==> src/rtl/pow_gen_pkg.sv <==
// Shared types and width helper for the sequential power generator.
package pow_gen_pkg;

  typedef enum logic [1:0] {IDLE, CALC, DONE} state_e;

  // Result width that holds operand^exp exactly for every legal exponent.
  function automatic int pow_ow(input int n, input int max_exp);
    return n * max_exp;
  endfunction

endpackage

==> src/rtl/pow_gen_seq.sv <==
// Iterative unsigned power generator: one multiply per cycle, valid/ready on
// both sides, full-width result held stable until the consumer takes it.
module pow_gen_seq
  import pow_gen_pkg::*;
#(
  parameter int N       = 4,
  parameter int MAX_EXP = 3,
  parameter int EW      = $clog2(MAX_EXP + 1),
  parameter int OW      = pow_ow(N, MAX_EXP)
) (
  input  logic          clk,
  input  logic          rst,
  input  logic          in_valid,
  output logic          in_ready,
  input  logic [N-1:0]  in_num,
  input  logic [EW-1:0] in_exp,
  output logic          out_valid,
  input  logic          out_ready,
  output logic [OW-1:0] out_result,
  output logic          out_err
);

  localparam int PW = OW + N;

  state_e        state, nxt;
  logic [OW-1:0] acc;
  logic [N-1:0]  op;
  logic [EW-1:0] cnt;
  logic          err;
  logic [PW-1:0] prod;
  logic          accept, illegal, short_exp;

  // Compared at 32 bits so the check stays meaningful when EW can encode only
  // legal exponents.
  assign illegal   = 32'(in_exp) > 32'(MAX_EXP);
  assign short_exp = 32'(in_exp) <= 32'd1;
  assign accept    = in_valid && in_ready;
  assign prod      = PW'(acc) * PW'(op);

  always_ff @(posedge clk) begin
    if (rst) state <= IDLE;
    else     state <= nxt;
  end

  always_comb begin
    nxt = state;
    case (state)
      IDLE:    if (accept) nxt = (illegal || short_exp) ? DONE : CALC;
      CALC:    if (cnt == EW'(1)) nxt = DONE;
      DONE:    if (out_ready) nxt = IDLE;
      default: nxt = IDLE;
    endcase
  end

  always_comb begin
    in_ready   = (state == IDLE) && !rst;
    out_valid  = (state == DONE);
    out_result = out_valid ? acc : '0;
    out_err    = out_valid && err;
  end

  always_ff @(posedge clk) begin
    if (rst) begin
      acc <= '0;
      op  <= '0;
      cnt <= '0;
      err <= 1'b0;
    end else begin
      case (state)
        IDLE: if (accept) begin
          op  <= in_num;
          err <= 1'b0;
          if (illegal) begin
            acc <= '0;
            err <= 1'b1;
          end else if (in_exp == '0) begin
            acc <= OW'(1);
          end else begin
            acc <= OW'(in_num);
            cnt <= in_exp - EW'(1);
          end
        end
        // Truncation to OW never drops bits: OW already covers N*MAX_EXP.
        CALC: begin
          acc <= prod[OW-1:0];
          cnt <= cnt - EW'(1);
        end
        default: ;
      endcase
    end
  end

endmodule

==> config.mk <==
export PLATFORM = sky130hd
export DESIGN_NAME = pow_gen_seq
export DESIGN_NICKNAME = d
export VERILOG_FILES = /design/src/rtl/pow_gen_pkg.sv /design/src/rtl/pow_gen_seq.sv
export SDC_FILE = /design/constraint.sdc
export NUM_CORES = 1
export LEC_CHECK = 0
export ABC_AREA = 1
export BUFFER_PORTS_ARGS = -buffer_cell sky130_fd_sc_hd__buf_2
export CAP_MARGIN = 20
export CORE_UTILIZATION = 55
export CTS_BUF_LIST = sky130_fd_sc_hd__clkbuf_8
export CTS_CLUSTER_DIAMETER = 80
export DETAILED_ROUTE_END_ITERATION = 12
export PLACE_DENSITY = 0.79
export SLEW_MARGIN = 20
export SYNTH_ARGS = -nofsm -noshare
export SYNTH_HDL_FRONTEND = slang
export SYNTH_SLANG_ARGS = --single-unit
export TNS_END_PERCENT = 1
==> constraint.sdc <==
create_clock -name clk -period 3 [get_ports clk]
set_input_delay 0.6 -clock clk [delete_from_list [all_inputs] [get_ports clk]]
set_output_delay 0.6 -clock clk [all_outputs]
set_load 0.02 [all_outputs]
==> flow_metrics.py, run 1 <==
metrics = {
    "detailed_routing": {
        "drt_iter0_drc": 131,
        "routed_wl_mm": 5.29,
        "vias": 2135,
        "wl_per_cell_um": 12.5,
        "drc_errors": 0,
        "drtPass1Iterations": 4,
        "ant_nets": 0,
        "viasPerCell": 5.02,
    },
    "worst_setup_path": {
        "rr_worst_depth": 15,
        "critical_path_class": "flip-flop to flip-flop",
        "r2r_start": "op[3]",
        "required_ns": 3.14,
        "regToRegEndpoint": "acc[7]",
        "r2r_setup_slack_ns": 0.12,
        "arrival_ns": 3.02,
        "cp-start-kind": "flip-flop",
        "path_max_fanout": 7,
        "crit_path_end_kind": "flip-flop",
    },
    "floorplan": {
        "fp.dieH_um": 65.1,
        "rows": 22,
        "io_pins": 25,
        "die_w_um": 65.1,
        "core-area_sq_um": 3740,
        "dieArea_sq_um": 4230,
        "initial_utilization_pct": 58.5,
    },
    "cts": {
        "clock_path_buffers": 2,
        "worstSkewPairLatency_ns": 0.25,
        "cts_max_level": 1,
        "ctsHoldBuffers": 0,
        "cts_buffers": 3,
        "root_buffer": "clkbuf_8",
        "clock-sinks": 20,
        "cts.reportedPaths.clkPinSlew_ns": 0.07,
        "cts_tree": "done",
    },
    "place": {
        "dp_hpwl_mm": 4.17,
        "placed_area_sq_um": 2400,
        "gp_congestion": 0.868,
        "io_buffers": 23,
    },
    "synth": {
        "yosysUniqueCellTypes": 24,
        "ys_seq_area_share_pct": 18.3,
        "syn_area_per_cell_sq_um": 6.27,
        "synth_cells": 349,
        "yosysWarnings": 0,
        "syn_nets": 391,
        "ys_ff_latch": 20,
        "syn_area_sq_um": 2190,
    },
    "power": {
        "powerDensity_nw_per_um2": 275,
        "total_leakage_power_uw": 0.00147,
        "power_uw": 717,
        "ir_drop_uv": 309,
    },
    "layout": {
        "fillCellCount": 346,
        "final_area_sq_um": 2610,
        "seqCellArea_sq_um": 412,
        "insertedDiodeCount": 0,
        "multi_input_area_sq_um": 1550,
        "areaGrowthSynthToFinish_pct": 19.3,
        "drive_above_1_share_pct": 20.2,
        "fin_nets": 421,
    },
    "global_routing": {
        "grt_usage_pct": 27.5,
        "grt_pass1_wl_mm": 8.96,
        "antenna_found_initial": 0,
        "overflow": 0,
        "grt_pass1_vias": 1991,
        "grt_max_degree": 14,
    },
    "timing": {
        "finalCriticalPeriod_ns": 2.88,
        "finalHoldViolCount": 0,
        "rsz0062_at_grt": "yes",
        "fmax_mhz": 347,
        "fin_crit_sh_pct": 96.1,
        "finClkSkew_ns": 0.00169,
        "slew_viol_final": 0,
        "finalSetupViolations": 0,
    },
    "hold_path": {
        "min_path_cells": 2,
        "hp-class": "flip-flop to flip-flop",
        "min-delay-start": "cnt[0]",
        "min_to": "cnt[0]",
    },
    "run": {
        "max_cap_viol_count": 0,
    },
    "run_status": {
        "outcome": "finished, final reports clean",
    },
}
## worst max-delay path, cell delays in order (launching register included)
cell and delay, ns:
dfxtp_4 0.37, nand2_1 0.06, inv_1 0.05, fa_1 0.54
inv_1 0.06, fa_1 0.52, inv_1 0.07, ha_4 0.29
nand2_1 0.09, inv_1 0.07, nand2_1 0.05, nand2_1 0.09
a21oi_2 0.06, or2_2 0.28, nand3_1 0.09, a21oi_1 0.08
## final cells by class
class                           count  area share (%)
Multi-Input combinational cell    229            59.3
Clock buffer                        3            1.58
Sequential cell                    20            15.8
Timing Repair Buffer               35            8.15
Tap cell                           48            2.30
Inverter                           90            12.9
## routing by layer
metal | up-vias | GRT usage [%] | part of all wire (%)
met5 | - | 0 | 0
met4 | 0 | 4.08 | 0.38
met3 | 4 | 2.64 | 7.6
met2 | 49 | 45.7 | 48
met1 | 985 | 39.2 | 44
li1 | 1097 | - | -
## how the worst max path moves through the flow
stage | endpoint | from | cells past startpoint | slack [ns]
after floorplan | acc[10] | op[2] | 15 | 0.06
after global placement | acc[11] | op[3] | 16 | 0.01
after detailed placement | acc[11] | op[3] | 16 | -0.02
after CTS | acc[11] | op[3] | 16 | 0.01
after global routing | acc[7] | op[3] | 15 | -0.06
final | acc[7] | op[3] | 15 | 0.12
## logic make-up (layout without fill, tap and decap cells)
| family | after synthesis | count (layout) | synth area share, % |
|---|---|---|---|
| buffers and inverters | 100 | 128 | 17.7 |
| AND/OR/NAND/NOR | 155 | 155 | 29.4 |
| adder cells (fa/ha/maj) | 32 | 32 | 24.1 |
| AO/OA/AOI/OAI | 41 | 41 | 10.2 |
| flip-flops | 20 | 20 | 18.3 |
| other | 1 | 1 | 0.171 |
## per-stage QoR
stage | utilization (%) | worst slack [ns] | std cells | hold slack, ns | TNS [ns]
global placement | 64.0 | 0.00972 | 421 | 0.455 | 0
detailed placement | 64.0 | -0.0242 | 421 | 0.461 | -0.0242
global route | 69.8 | -0.0555 | 425 | 0.493 | -0.0914
finish | 69.8 | 0.116 | 425 | 0.469 | 0
floorplan | - | 0.0640 | 349 | 0.433 | 0
CTS | 65.5 | 0.0111 | 424 | 0.470 | 0
## synthesized netlist by cell type, drive strengths merged
| cell | number | share of area [%] |
|---|---|---|
| o21a | 2 | 0.69 |
| buf | 4 | 1.3 |
| nand3b | 3 | 1.0 |
| nand4 | 2 | 0.57 |
| a31oi | 4 | 1.1 |
| nand3 | 20 | 4.6 |
| or2 | 3 | 0.86 |
| dfxtp | 20 | 18 |
| o21ai | 11 | 2.5 |
| clkbuf | 6 | 1.0 |
| o211ai | 1 | 0.34 |
| ha | 15 | 8.6 |
| a21oi | 21 | 4.8 |
| inv | 90 | 15 |
| nor2 | 23 | 3.9 |
| fa | 17 | 16 |
| nor3 | 1 | 0.46 |
| or3 | 1 | 0.29 |
| o21bai | 1 | 0.34 |
| conb | 1 | 0.17 |
| o2111ai | 1 | 0.40 |
| nand2 | 102 | 18 |
## report_power, final
part	internal, uW	leakage (uW)	switching, uW
Combinational	81.5	0.00128	146
Clock	89.2	0.0000216	83.8
Sequential	291	0.000166	25.7
## sequential cells by signal (all words and copies together), names as in the netlist
register and count:
acc 12, cnt 2, op 4, state 2
## cells in the final DEF (no fill, tap or decap), drive strengths merged, types with 3 or more instances in the layout
cell	n
a21oi	21
a31oi	4
buf	35
clkbuf	3
dfxtp	20
fa	17
ha	15
inv	90
nand2	102
nand3	20
nand3b	3
nor2	23
o21ai	11
or2	3
## timing repair
item,CTS,global route
resized for setup,3,36
endpoints found under the setup margin,1,7
pin swaps,0,8
setup buffers,0,1
No activity file was read; power rests on OpenSTA's default activity.
==> run 2: changes to the inputs <==
--- a/config.mk
+++ b/config.mk
@@ -8,11 +8,11 @@
 export ABC_AREA = 1
 export BUFFER_PORTS_ARGS = -buffer_cell sky130_fd_sc_hd__buf_2
 export CAP_MARGIN = 20
-export CORE_UTILIZATION = 55
+export CORE_UTILIZATION = 60
 export CTS_BUF_LIST = sky130_fd_sc_hd__clkbuf_8
 export CTS_CLUSTER_DIAMETER = 80
 export DETAILED_ROUTE_END_ITERATION = 12
-export PLACE_DENSITY = 0.79
+export PLACE_DENSITY = 0.82
 export SLEW_MARGIN = 20
 export SYNTH_ARGS = -nofsm -noshare
 export SYNTH_HDL_FRONTEND = slang
==> constraint.sdc (replaced) <==
create_clock -name clk -period 3.05 [get_ports clk]
set_input_delay 0.61 -clock clk [delete_from_list [all_inputs] [get_ports clk]]
set_output_delay 0.61 -clock clk [all_outputs]
set_load 0.02 [all_outputs]
==> run 2 against run 1 <==
Design area shrank 3.3%; utilization grew 4.2 points; power grew 9.6%; cell count shrank 1.6%; via count shrank 0.61%; clock-buffer cell count is the same; sequential share of layout area grew 0.44 points; setup slack lost 0.025 ns; clock power grew 58%; sequential power is essentially flat.
==> flow_metrics.py, run 2 (same netlist as run 1, synthesis figures left out) <==
metrics = {
    "run_status": {
        "outcome": "finished, final reports clean",
    },
    "floorplan": {
        "core-area_sq_um": 3420,
        "fp.dieH_um": 62.4,
        "initial_utilization_pct": 64.1,
        "io_pins": 25,
        "die_w_um": 62.4,
        "rows": 21,
        "dieArea_sq_um": 3890,
    },
    "layout": {
        "final_cell_mix": "98 x nand2_1, 89 x inv_1, 23 x buf_2",
        "regMostFlops": "acc",
        "fin_nets": 415,
        "drive_above_1_share_pct": 16.4,
        "largest_register_ff_count": 12,
        "final_common_cell": "nand2_1",
        "insertedDiodeCount": 0,
        "top_regs": "acc: 12 flops, op: 4 flops",
        "fillCellCount": 299,
        "areaGrowthSynthToFinish_pct": 15.4,
    },
    "hold_path": {
        "min_to": "cnt[1]",
        "min_path_cells": 2,
        "hp-class": "flip-flop to flip-flop",
        "min-delay-start": "cnt[1]",
    },
    "detailed_routing": {
        "drc_errors": 0,
        "wl_met1_mm": 2.25,
        "highest_layer": "met4",
        "wl_per_cell_um": 12.5,
        "viasPerCell": 5.08,
        "wl_met2_mm": 2.69,
        "wl_met3_um": 218,
        "ant_nets": 0,
        "routed_wl_mm": 5.24,
        "drt_iter0_drc": 153,
        "vias": 2122,
        "drtPass1Iterations": 4,
    },
    "worst_setup_path": {
        "required_ns": 3.20,
        "critical_path_class": "flip-flop to flip-flop",
        "arrival_ns": 3.11,
        "worstPathCellList": "nand2_1 -> inv_1 -> fa_1 -> inv_1 -> fa_1 -> inv_1 -> ha_2 -> nand2_1 -> inv_1 -> nand2_1 -> nand2_1 -> a21oi_1 -> or2_2 -> nand3_1 -> a21oi_1",
        "cp_top_family": "adder cells",
        "r2r_start": "acc[2]",
        "max_stage_delay_ns": 0.53,
        "crit_path_end_kind": "flip-flop",
        "r2r_setup_slack_ns": 0.09,
        "cp-start-kind": "flip-flop",
        "crit_buf_inv": 4,
        "slowest_stage": "fa_1",
        "rr_worst_depth": 15,
        "path_max_fanout": 6,
        "regToRegEndpoint": "acc[7]",
    },
    "place": {
        "io_buffers": 23,
        "dp_hpwl_mm": 3.98,
        "dp_slack_ns": -0.00174,
        "gp_congestion": 0.873,
    },
    "timing": {
        "finalHoldViolCount": 0,
        "finClkSkew_ns": 0.00335,
        "finalSetupViolations": 0,
        "fin_crit_sh_pct": 97.0,
        "slew_viol_final": 0,
        "rsz0062_at_grt": "yes",
        "worstMarginPinSlew_ns": 0.565,
        "setup_tns_ns": 0,
        "postLayoutSetupSlackWorst_ns": 0.0911,
        "finalCriticalPeriod_ns": 2.96,
        "fmax_mhz": 338,
        "relSlewSlack_pct": 62.3,
    },
    "global_routing": {
        "grt_pass1_wl_mm": 8.81,
        "grt_pass1_vias": 1997,
        "grt_usage_pct": 28.3,
        "antenna_found_initial": 0,
        "overflow": 0,
        "grt_max_degree": 15,
    },
    "run": {
        "max_cap_viol_count": 0,
    },
    "power": {
        "total_leakage_power_uw": 0.00144,
        "power_uw": 786,
        "ir_drop_uv": 340,
        "powerDensity_nw_per_um2": 311,
    },
    "cts": {
        "cts_tree": "done",
        "clock-sinks": 20,
        "root_buffer": "clkbuf_8",
        "clock_path_buffers": 2,
        "cts_buffers": 3,
        "ctsHoldBuffers": 0,
        "postCtsSetupRepairBufs": 0,
        "worstSkewPairLatency_ns": 0.27,
        "cts_max_level": 1,
        "cts.reportedPaths.clkPinSlew_ns": 0.08,
    },
}
-- run 2: worst max path at each step --
stage / start / to / slack, ns / depth (start not counted)
after CTS: op[3] / acc[8] / 0.02 / 15
after detailed placement: op[3] / acc[8] / -0.002 / 13
after floorplan: op[2] / acc[10] / 0.11 / 15
after global placement: op[3] / acc[8] / 0.05 / 13
final: acc[2] / acc[7] / 0.09 / 15
after global routing: op[3] / acc[11] / -0.05 / 16
-- run 2: layout make-up --
cell class                 instances  area, sq um  share of cell area (%)
sequential                        20          409                    16.2
timing repair buffer              29          160                    6.34
clock buffer                       3         41.3                    1.64
clock inverter                     1         30.0                    1.19
inverter                          90          338                    13.4
multi-input combinational        229         1490                    59.0
tap                               46         57.6                    2.28
-- run 2: timing repair --
item                                    4_1_cts  5_1_grt
pin swaps                                     0        2
resized for setup                             1       23
cloned                                        0        0
endpoints found under the setup margin        1        7
endpoints found under the hold margin         0        0
-- run 2: routing by layer --
layer  vias up  global-route usage [%]
met5         -                       0
met4         0                    9.30
met3         9                    4.93
met2        57                    49.0
met1       965                    35.6
li1       1091                       -
-- run 2: worst reg2reg max path, delay by kind of cell, from the launching register on --
| kind | cells | cell delay, ns |
|---|---|---|
| flops | 1 | 0.37 |
| compound gates | 2 | 0.14 |
| fa+ha+maj | 3 | 1.41 |
| simple gates | 6 | 0.72 |
| buf+inv | 4 | 0.22 |
-- run 2: power by group --
part           switching (uW)  internal (uW)  total (uW)
combinational             128           65.4         193
sequential               33.0            286         319
clock                    98.0            175         273
-- run 2: per-stage QoR --
stage	util, %	hold WS [ns]	std cells	cell area (sq um)
3_3_place_gp	69.0	0.451	414	2360
2_1_floorplan	-	0.433	349	2190
3_5_place_dp	69.0	0.452	414	2360
5_1_grt	73.9	0.492	418	2520
4_1_cts	71.2	0.464	418	2430
6_report	73.9	0.462	418	2520
==> run 3: changes to the inputs <==
--- a/config.mk
+++ b/config.mk
@@ -6,12 +6,13 @@
 export NUM_CORES = 1
 export LEC_CHECK = 0
 export ABC_AREA = 1
-export BUFFER_PORTS_ARGS = -buffer_cell sky130_fd_sc_hd__buf_2
+export BUFFER_PORTS_ARGS = -buffer_cell sky130_fd_sc_hd__buf_4
 export CAP_MARGIN = 20
 export CORE_UTILIZATION = 60
 export CTS_BUF_LIST = sky130_fd_sc_hd__clkbuf_8
 export CTS_CLUSTER_DIAMETER = 80
 export DETAILED_ROUTE_END_ITERATION = 12
+export MAX_ROUTING_LAYER = met4
 export PLACE_DENSITY = 0.82
 export SLEW_MARGIN = 20
 export SYNTH_ARGS = -nofsm -noshare
==> constraint.sdc (replaced) <==
create_clock -name clk -period 3.05 [get_ports clk]
set_input_delay 0.61 -clock clk [delete_from_list [all_inputs] [get_ports clk]]
set_output_delay 0.61 -clock clk [all_outputs]
set_load 0.005 [all_outputs]
==> run 3 against run 2 <==
Design area is 2.5% higher; sequential cell count unchanged; power fell by 12%; clock skew increased by 0.0011 ns; sequential power about the same.
==> flow_metrics.py, run 3 (same netlist as run 1, synthesis figures left out) <==
metrics = {
    "timing": {
        "setup_tns_ns": 0,
        "whs_ns": 0.466,
        "fin_crit_sh_pct": 96.8,
        "finalHoldViolCount": 0,
        "finalSetupViolations": 0,
        "finClkSkew_ns": 0.00445,
        "rsz0062_at_grt": "yes",
        "relSlewSlack_pct": 61.8,
        "finalCriticalPeriod_ns": 2.95,
        "slew_viol_final": 0,
        "postLayoutSetupSlackWorst_ns": 0.0989,
        "fmax_mhz": 339,
        "worstMarginPinSlew_ns": 0.572,
    },
    "global_routing": {
        "grt_pass1_wl_mm": 8.93,
        "grt_pass1_vias": 2100,
        "antenna_found_initial": 0,
        "overflow": 0,
        "grt_usage_pct": 29.3,
        "grt_max_degree": 15,
    },
    "cts": {
        "cts_max_level": 1,
        "clock_path_buffers": 2,
        "cts_buffers": 3,
        "cts.reportedPaths.clkPinSlew_ns": 0.08,
        "postCtsSetupRepairBufs": 0,
        "cts_tree": "done",
        "root_buffer": "clkbuf_8",
        "worstSkewPairLatency_ns": 0.26,
        "clock-sinks": 20,
    },
    "layout": {
        "final_cell_mix": "97 x nand2_1, 88 x inv_1, 29 x buf_4",
        "drive_above_1_share_pct": 17.5,
        "fillCellCount": 283,
        "top_regs": "acc: 12 flops, op: 4 flops",
        "final_core_util_pct": 75.8,
        "areaGrowthSynthToFinish_pct": 18.3,
        "final_area_sq_um": 2590,
        "regMostFlops": "acc",
        "insertedDiodeCount": 0,
        "largest_register_ff_count": 12,
        "fin_nets": 415,
        "final_common_cell": "nand2_1",
    },
    "floorplan": {
        "die_w_um": 62.4,
        "dieArea_sq_um": 3890,
        "rows": 21,
        "fp.dieH_um": 62.4,
        "initial_utilization_pct": 64.1,
        "core-area_sq_um": 3420,
        "io_pins": 25,
    },
    "worst_setup_path": {
        "crit_path_end_kind": "flip-flop",
        "rr_worst_depth": 15,
        "critical_path_class": "flip-flop to flip-flop",
        "path_max_fanout": 6,
        "r2r_setup_slack_ns": 0.1,
        "cp-start-kind": "flip-flop",
        "arrival_ns": 3.09,
        "required_ns": 3.19,
    },
    "run_status": {
        "outcome": "finished, final reports clean",
    },
    "detailed_routing": {
        "wl_per_cell_um": 12.8,
        "routed_wl_mm": 5.36,
        "ant_nets": 0,
        "viasPerCell": 5.17,
        "drt_iter0_drc": 192,
        "vias": 2156,
        "drtPass1Iterations": 4,
        "drc_errors": 0,
    },
    "place": {
        "placed_area_sq_um": 2410,
        "dp_hpwl_mm": 4.13,
        "dp_slack_ns": 0.0454,
        "gp_congestion": 0.919,
        "io_buffers": 23,
    },
    "run": {
        "max_cap_viol_count": 0,
    },
    "hold_path": {
        "hp-class": "flip-flop to flip-flop",
        "min_path_cells": 2,
    },
    "power": {
        "total_leakage_power_uw": 0.00145,
        "powerDensity_nw_per_um2": 268,
        "ir_drop_uv": 291,
    },
}
## run 3: cell types whose count changed in the layout (fill, tap and decap cells not counted), sizes merged
cell,previous run,this run
bufinv,1,0
## run 3: report_power, final
group | internal [uW] | switching (uW)
combinational | 72.1 | 127
sequential | 287 | 33.5
clock | 87.9 | 86.5
## run 3: through the flow
stage,instances,total power (uW)
2_1_floorplan,349,448
3_3_place_gp,414,507
3_5_place_dp,414,513
4_1_cts,417,683
5_1_grt,417,734
6_report,417,694
## run 3: cell type report
type,count,area [sq um],area share (%)
inverters,90,338,13.0
clock buffers,3,41.3,1.59
flip-flops and latches,20,413,15.9
multi-input cells,229,1520,58.8
well taps,46,57.6,2.22
repair buffers,29,218,8.41
## run 3: worst max-delay path, cell delays in order (launching register included)
cell and delay (ns):
dfxtp_4 0.37, nand2_1 0.07, inv_1 0.05, fa_1 0.53, inv_1 0.06, fa_1 0.54
inv_1 0.05, ha_2 0.36, nand2_1 0.07, nand2_1 0.09, nand2_1 0.06, nand2_1 0.10
a21oi_2 0.06, or2_2 0.27, nand3_1 0.09, a21oi_1 0.08
## run 3: routing by layer
layer | track usage (%) | vias to the layer above | part of all wire (%)
li1 | - | 1084 | -
met5 | - | - | 0
met3 | 3.10 | 15 | 4.5
met1 | 35.8 | 989 | 43
met4 | 9.01 | 0 | 2.6
met2 | 50.8 | 68 | 50
## run 3: final timing paths
kind | from | endpoint
max | acc[1] | acc[7]
min | cnt[1] | cnt[1]
max reg2reg | acc[1] | acc[7]
min reg2reg | cnt[1] | cnt[1]
## run 3: what timing repair did
item / 4_1_cts / 5_1_grt
resized for setup: 0 / 34
endpoints found under the setup margin: 0 / 5
hold buffers: 0 / 0
